==> src/rtl/fifo_arb_pkg.sv <==
// +----------------------------------------------------------------------+
// | fifo_arb_pkg: shared types and defaults for the FIFO access arbiter. |
// | Revision: 1.0                                                        |
// +----------------------------------------------------------------------+
`default_nettype none

package fifo_arb_pkg;

    typedef enum logic [1:0] {
        ST_IDLE  = 2'd0,
        ST_ISSUE = 2'd1,
        ST_ACK   = 2'd2
    } arb_state_t;

    localparam int         c_DEFAULT_DATA_W   = 8;
    localparam int         c_DEFAULT_TICK_DIV = 625;
    localparam logic [1:0] c_STARVE_THRESH    = 2'd3;

endpackage

`default_nettype wire

==> src/rtl/fifo_access_arbiter_rr_select.sv <==
// +----------------------------------------------------------------------+
// | rr_select: combinational round-robin picker, searches from ptr+1.    |
// | Revision: 1.0                                                        |
// +----------------------------------------------------------------------+
`default_nettype none

module rr_select #(
    parameter int N = 4
) (
    input  logic [N-1:0]         eligible,
    input  logic [$clog2(N)-1:0] ptr,
    output logic [N-1:0]         grant,
    output logic                 valid
);

    always_comb begin
        grant = '0;
        valid = 1'b0;
        for (int off = 1; off <= N; off++) begin
            if (!valid && eligible[(int'(ptr) + off) % N]) begin
                grant[(int'(ptr) + off) % N] = 1'b1;
                valid = 1'b1;
            end
        end
    end

endmodule

`default_nettype wire

==> src/rtl/fifo_access_arbiter.sv <==
// +----------------------------------------------------------------------+
// | fifo_access_arbiter: slot-paced arbiter sharing one FIFO command     |
// | port between NUM_REQ writers and one reader (read has priority).     |
// | Optional read-starvation guard: FIFO_ARB_STARVE_GUARD_EN             |
// | Revision: 1.0                                                        |
// +----------------------------------------------------------------------+
`default_nettype none

module fifo_access_arbiter
    import fifo_arb_pkg::*;
#(
    parameter int NUM_REQ  = 4,
    parameter int DATA_W   = c_DEFAULT_DATA_W,
    parameter int TICK_DIV = c_DEFAULT_TICK_DIV
) (
    input  logic                      clock,
    input  logic                      reset,
    input  logic [NUM_REQ-1:0]        wr_req,
    input  logic [NUM_REQ*DATA_W-1:0] wr_data,
    output logic [NUM_REQ-1:0]        wr_ack,
    input  logic                      rd_req,
    output logic                      rd_ack,
    output logic [DATA_W-1:0]         rd_data,
    output logic                      fifo_en,
    output logic                      fifo_wr,
    output logic                      fifo_rd,
    output logic [DATA_W-1:0]         fifo_din,
    input  logic [DATA_W-1:0]         fifo_dout,
    input  logic                      fifo_full,
    input  logic                      fifo_empty,
    output logic                      busy
);

    localparam int c_CNT_W = $clog2(TICK_DIV);
    localparam int c_PTR_W = $clog2(NUM_REQ);

    arb_state_t           r_state;
    logic [c_CNT_W-1:0]   r_cnt;
    logic [c_PTR_W-1:0]   r_ptr;
    logic [NUM_REQ-1:0]   r_gnt;
    logic                 r_is_read;

    logic                 w_tick;
    logic [NUM_REQ-1:0]   w_wr_elig;
    logic                 w_rd_elig;
    logic [NUM_REQ-1:0]   w_wr_grant;
    logic                 w_wr_valid;
    logic [c_PTR_W-1:0]   w_grant_idx;
    logic [DATA_W-1:0]    w_grant_data;
    logic                 w_read_wins;

    assign w_tick    = (r_cnt == c_CNT_W'(TICK_DIV - 1));
    assign w_wr_elig = wr_req & {NUM_REQ{~fifo_full}};
    assign w_rd_elig = rd_req & ~fifo_empty;

    rr_select #(
        .N (NUM_REQ)
    ) u_rr_select (
        .eligible (w_wr_elig),
        .ptr      (r_ptr),
        .grant    (w_wr_grant),
        .valid    (w_wr_valid)
    );

    always_comb begin
        w_grant_idx  = '0;
        w_grant_data = '0;
        for (int i = 0; i < NUM_REQ; i++) begin
            if (w_wr_grant[i]) begin
                w_grant_idx  = c_PTR_W'(i);
                w_grant_data = wr_data[i*DATA_W +: DATA_W];
            end
        end
    end

`ifdef FIFO_ARB_STARVE_GUARD_EN
    logic [1:0] r_rd_streak;
    logic       w_arb_slot;

    assign w_arb_slot  = (r_state == ST_IDLE) && w_tick;
    // After three reads that passed over waiting writers, writers take the slot.
    assign w_read_wins = w_rd_elig && !(w_wr_valid && (r_rd_streak == c_STARVE_THRESH));

    always_ff @(posedge clock) begin
        if (!reset) begin
            r_rd_streak <= 2'd0;
        end else if (w_arb_slot) begin
            if (w_read_wins && w_wr_valid) begin
                r_rd_streak <= r_rd_streak + 2'd1;
            end else if (!w_read_wins && w_wr_valid) begin
                r_rd_streak <= 2'd0;
            end
        end
    end
`else
    assign w_read_wins = w_rd_elig;
`endif

    always_ff @(posedge clock) begin
        if (!reset) begin
            r_state   <= ST_IDLE;
            r_cnt     <= '0;
            r_ptr     <= c_PTR_W'(NUM_REQ - 1);
            r_gnt     <= '0;
            r_is_read <= 1'b0;
            wr_ack    <= '0;
            rd_ack    <= 1'b0;
            rd_data   <= '0;
            fifo_en   <= 1'b0;
            fifo_wr   <= 1'b0;
            fifo_rd   <= 1'b0;
            fifo_din  <= '0;
            busy      <= 1'b0;
        end else begin
            r_cnt  <= w_tick ? '0 : r_cnt + c_CNT_W'(1);
            wr_ack <= '0;
            rd_ack <= 1'b0;
            case (r_state)
                ST_IDLE: begin
                    if (w_tick) begin
                        if (w_read_wins) begin
                            r_state   <= ST_ISSUE;
                            r_is_read <= 1'b1;
                            fifo_en   <= 1'b1;
                            fifo_rd   <= 1'b1;
                            busy      <= 1'b1;
                        end else if (w_wr_valid) begin
                            r_state   <= ST_ISSUE;
                            r_is_read <= 1'b0;
                            r_gnt     <= w_wr_grant;
                            r_ptr     <= w_grant_idx;
                            fifo_en   <= 1'b1;
                            fifo_wr   <= 1'b1;
                            fifo_din  <= w_grant_data;
                            busy      <= 1'b1;
                        end
                    end
                end
                ST_ISSUE: begin
                    if (w_tick) begin
                        r_state <= ST_ACK;
                        fifo_en <= 1'b0;
                        fifo_wr <= 1'b0;
                        fifo_rd <= 1'b0;
                        if (r_is_read) begin
                            rd_ack  <= 1'b1;
                            rd_data <= fifo_dout;
                        end else begin
                            wr_ack <= r_gnt;
                        end
                    end
                end
                ST_ACK: begin
                    r_state <= ST_IDLE;
                    busy    <= 1'b0;
                end
                default: begin
                    r_state <= ST_IDLE;
                    fifo_en <= 1'b0;
                    fifo_wr <= 1'b0;
                    fifo_rd <= 1'b0;
                    busy    <= 1'b0;
                end
            endcase
        end
    end

endmodule

`default_nettype wire

==> config.mk <==
export PLATFORM = sky130hd
export DESIGN_NAME = fifo_access_arbiter
export DESIGN_NICKNAME = d
export VERILOG_FILES = /design/src/rtl/fifo_arb_pkg.sv /design/src/rtl/fifo_access_arbiter_rr_select.sv /design/src/rtl/fifo_access_arbiter.sv
export SDC_FILE = /design/constraint.sdc
export NUM_CORES = 1
export LEC_CHECK = 0
export CAP_MARGIN = 20
export CORE_ASPECT_RATIO = 0.8
export CORE_MARGIN = 2
export CORE_UTILIZATION = 44
export DETAILED_ROUTE_END_ITERATION = 7
export PLACE_DENSITY = 0.82
export SYNTH_ARGS = -nofsm -noshare
export SYNTH_HDL_FRONTEND = slang
export SYNTH_SLANG_ARGS = --single-unit
==> constraint.sdc <==
create_clock -name clock -period 3.7 [get_ports clock]
set_input_delay 0.74 -clock clock [delete_from_list [all_inputs] [get_ports clock]]
set_output_delay 0.74 -clock clock [all_outputs]
set_load 0.05 [all_outputs]
==> reports/summary.txt, run 1 <==
Worst hold path depth - 1
Initial antenna violation count - 0
Yosys cell types - 53
Synthesized area - 2470 um2
Final #Nets - 408
WP data required - 3850 ps
Reg2reg start - r_ptr[0]$_SDFFE_PN1P_
Crit-path max FO - 12
Leakage - 0.00121 uW
F_max - 299 MHz
WL per Instance - 14.8 um
N_diodes - 0
Fin util - 61.7%
HP Start - r_gnt[0]$_SDFFE_PN0P_
Vias in the first global route - 2,301
Worst slew pin tran - 709 ps
Largest net degree at the start of global routing - 25
Die extent in y - 71.0 um
WP buf/inv - 1
I/O Buffers - 73
Final Setup Violations - 0
Asr flop ratio synth - 0%
Synth top area share - 35.7%
Worst slack at placement - 171 ps
Area of the multi-input gates - 1480 um2
Postcts setup bufs - 0
Cts repair resizes - 0
Seq. cell area - 881 um2
Sink Count - 44
Hold Buf Count CTS - 0
Register bit total from synthesis - 44
Global placement routability congestion - 0.912
Via/cell ratio - 5.55
Min Tclk post-route - 3350 ps
Mapped Nets - 336
Unrepaired setup endpoints after global routing - false
Synth Flop Type - dfxtp_1
Tot GR Track Use - 20.9%
Max-Cap Viols - 0
Synth Instances - 277
Post-synthesis sequential area ratio - 35.7%
Drt pass-1 iters - 4
Ports - 74
First-pass GRT wire length - 10,400 um
Critical Path AT - 3500 ps
CP max stage cell - dfxtp_1
Worst hold margin - 466 ps
Status - complete, no violations
Fin worst setup slack - 352 ps
Relative slew slack - 52.7%
Clock-pin slew on the worst setup and hold paths - 80 ps
Row Count - 24
Clock latency on the worst-skew pair - 300 ps
Worst-case reg-to-reg path depth - 8
Worst vdd ir - 131 uV
Cells taking the most area after synthesis - dfxtp_1 36%, nor2_1 6.5%, mux2i_1 5.3%
CP endpoint kind - flip-flop
R2r endpoint - fifo_din[4]$_SDFFE_PN0P_
Post-synth EDFFs - 0
Top Family by Delay on Critical Path - compound AO/OA/AOI/OAI gates
Worst Skew - 8.18 ps
Layout cells sized above 1 - 6.57%
CTS max path bufs - 2
Final hold vios - 0
Pwr dens - 273 nW/um2
Synth warn - 0
Clk root buf - clkbuf_8
Dominant cell type by area after synthesis - dfxtp_1
Top post-synthesis cells by count - 44 x dfxtp_1, 43 x nor2_1, 14 x nor2b_1
Drt total wl - 6350 um
Starting Density - 45.4%
Synthesis-to-finish area growth - 36.1%
Routed via count - 2,374
Gr ovfl total - 0
Setup TNS Final - 0 ps
Die width - 87.7 um
Post-DRT Antenna Nets - 0
TritonCTS Buffers - 5
Slowest stage delay, CP - 620 ps
Fin. max-slew vios - 0
Min-Delay Path Class - reg -> reg
Post-DP HPWL - 4650 um
CP cell instances - inv_1 -> ha_1 -> mux2i_1 -> o22a_1 -> mux2i_4 -> nand3_2 -> a221oi_1 -> o32ai_1
Worst R2R Setup Slack - 350 ps
Dominant cell by count in the synthesized netlist - dfxtp_1
WHS Endpoint - wr_ack[0]$_SDFF_PP0_
Startpoint class of the critical path - flip-flop
Die area - 6220 um2
H-tree levels - 2
First DRT Iteration DRCs - 134
Number of fill cells - 446
Final period util - 90.5%
Syn avg cell area - 8.90 um2
Core Area - 5440 um2
CTS tree - built
Residual DRC count - 0
Critical path class - reg -> reg
==> cells by family after synthesis <==
group	synth area share [%]
DFF	35.7
xor gates and xnor gates	2.84
muxes	7.10
buffers and inverters	4.16
adders and majority gates	5.07
AOI/OAI and AO/OA	15.4
and+or+nand+nor	29.7
==> stage by stage <==
step / cell area (um2) / cells / power [uW]
3_5_place_dp: 3250 / 419 / 616
3_3_place_gp: 3250 / 419 / 613
5_1_grt: 3360 / 428 / 947
6_report: 3360 / 428 / 916
4_1_cts: 3340 / 427 / 915
2_1_floorplan: 2470 / 277 / 544
==> worst max path at each step <==
stage | startpoint | end | slack, ps | depth (start not counted)
floorplan | r_ptr[0]$_SDFFE_PN1P_ | fifo_din[4]$_SDFFE_PN0P_ | 1110 | 9
global placement | wr_req[2] | fifo_din[5]$_SDFFE_PN0P_ | 380 | 7
detailed placement | wr_req[0] | fifo_din[7]$_SDFFE_PN0P_ | 170 | 7
CTS | r_ptr[0]$_SDFFE_PN1P_ | fifo_din[4]$_SDFFE_PN0P_ | 440 | 8
global route | r_ptr[0]$_SDFFE_PN1P_ | fifo_din[4]$_SDFFE_PN0P_ | 190 | 8
finish | r_ptr[0]$_SDFFE_PN1P_ | fifo_din[4]$_SDFFE_PN0P_ | 350 | 8
==> flip-flops by register name, summed over array words and instances (netlist names) <==
register / cells
fifo_en: 1
r_state: 2
wr_ack: 4
fifo_din: 8
rd_data: 8
r_ptr: 2
r_is_read: 1
r_cnt: 10
rd_ack: 1
r_gnt: 4
busy: 1
fifo_wr: 1
fifo_rd: 1
==> cell usage in the layout (no fill, tap or decap), types with 9 or more instances in the layout <==
cell and count:
nand3_1 9, nor2b_1 14, a31oi_1 9, nand2_1 9, nor2_1 43, o32ai_1 9, inv_1 11, ha_1 10
clkdlybuf4s50_1 73, mux2i_1 13, dfxtp_1 44
==> cell type report <==
cell class                 instances  share of cell area [%]
clock buffer                       6                    2.46
clock inverter                     2                   0.298
inverter                          12                    1.34
multi-input combinational        210                    44.2
sequential                        44                    26.2
tap                               78                    2.91
timing repair buffer              76                    22.6
==> power by group <==
part	switching (uW)	total (uW)	internal, uW
combinational	54.4	125	70.6
sequential	4.45	481	477
clock	161	310	149
==> routing by layer <==
layer / up-vias / part of all wire [%] / track usage [%]
li1: 1163 / - / -
met1: 1104 / 45 / 28.3
met2: 91 / 45 / 31.8
met3: 16 / 7.4 / 5.83
met4: 0 / 2.5 / 7.52
met5: - / 0 / 0
(Power assumes the default switching activity.)
==> run 2, diff against run 1 <==
--- a/config.mk
+++ b/config.mk
@@ -10,6 +10,7 @@
 export CORE_MARGIN = 2
 export CORE_UTILIZATION = 44
 export DETAILED_ROUTE_END_ITERATION = 7
+export HOLD_SLACK_MARGIN = 0.1
 export PLACE_DENSITY = 0.82
 export SYNTH_ARGS = -nofsm -noshare
 export SYNTH_HDL_FRONTEND = slang
==> results of run 2 <==
Same layout as run 1: the final DEF is identical, and so are final timing and power.
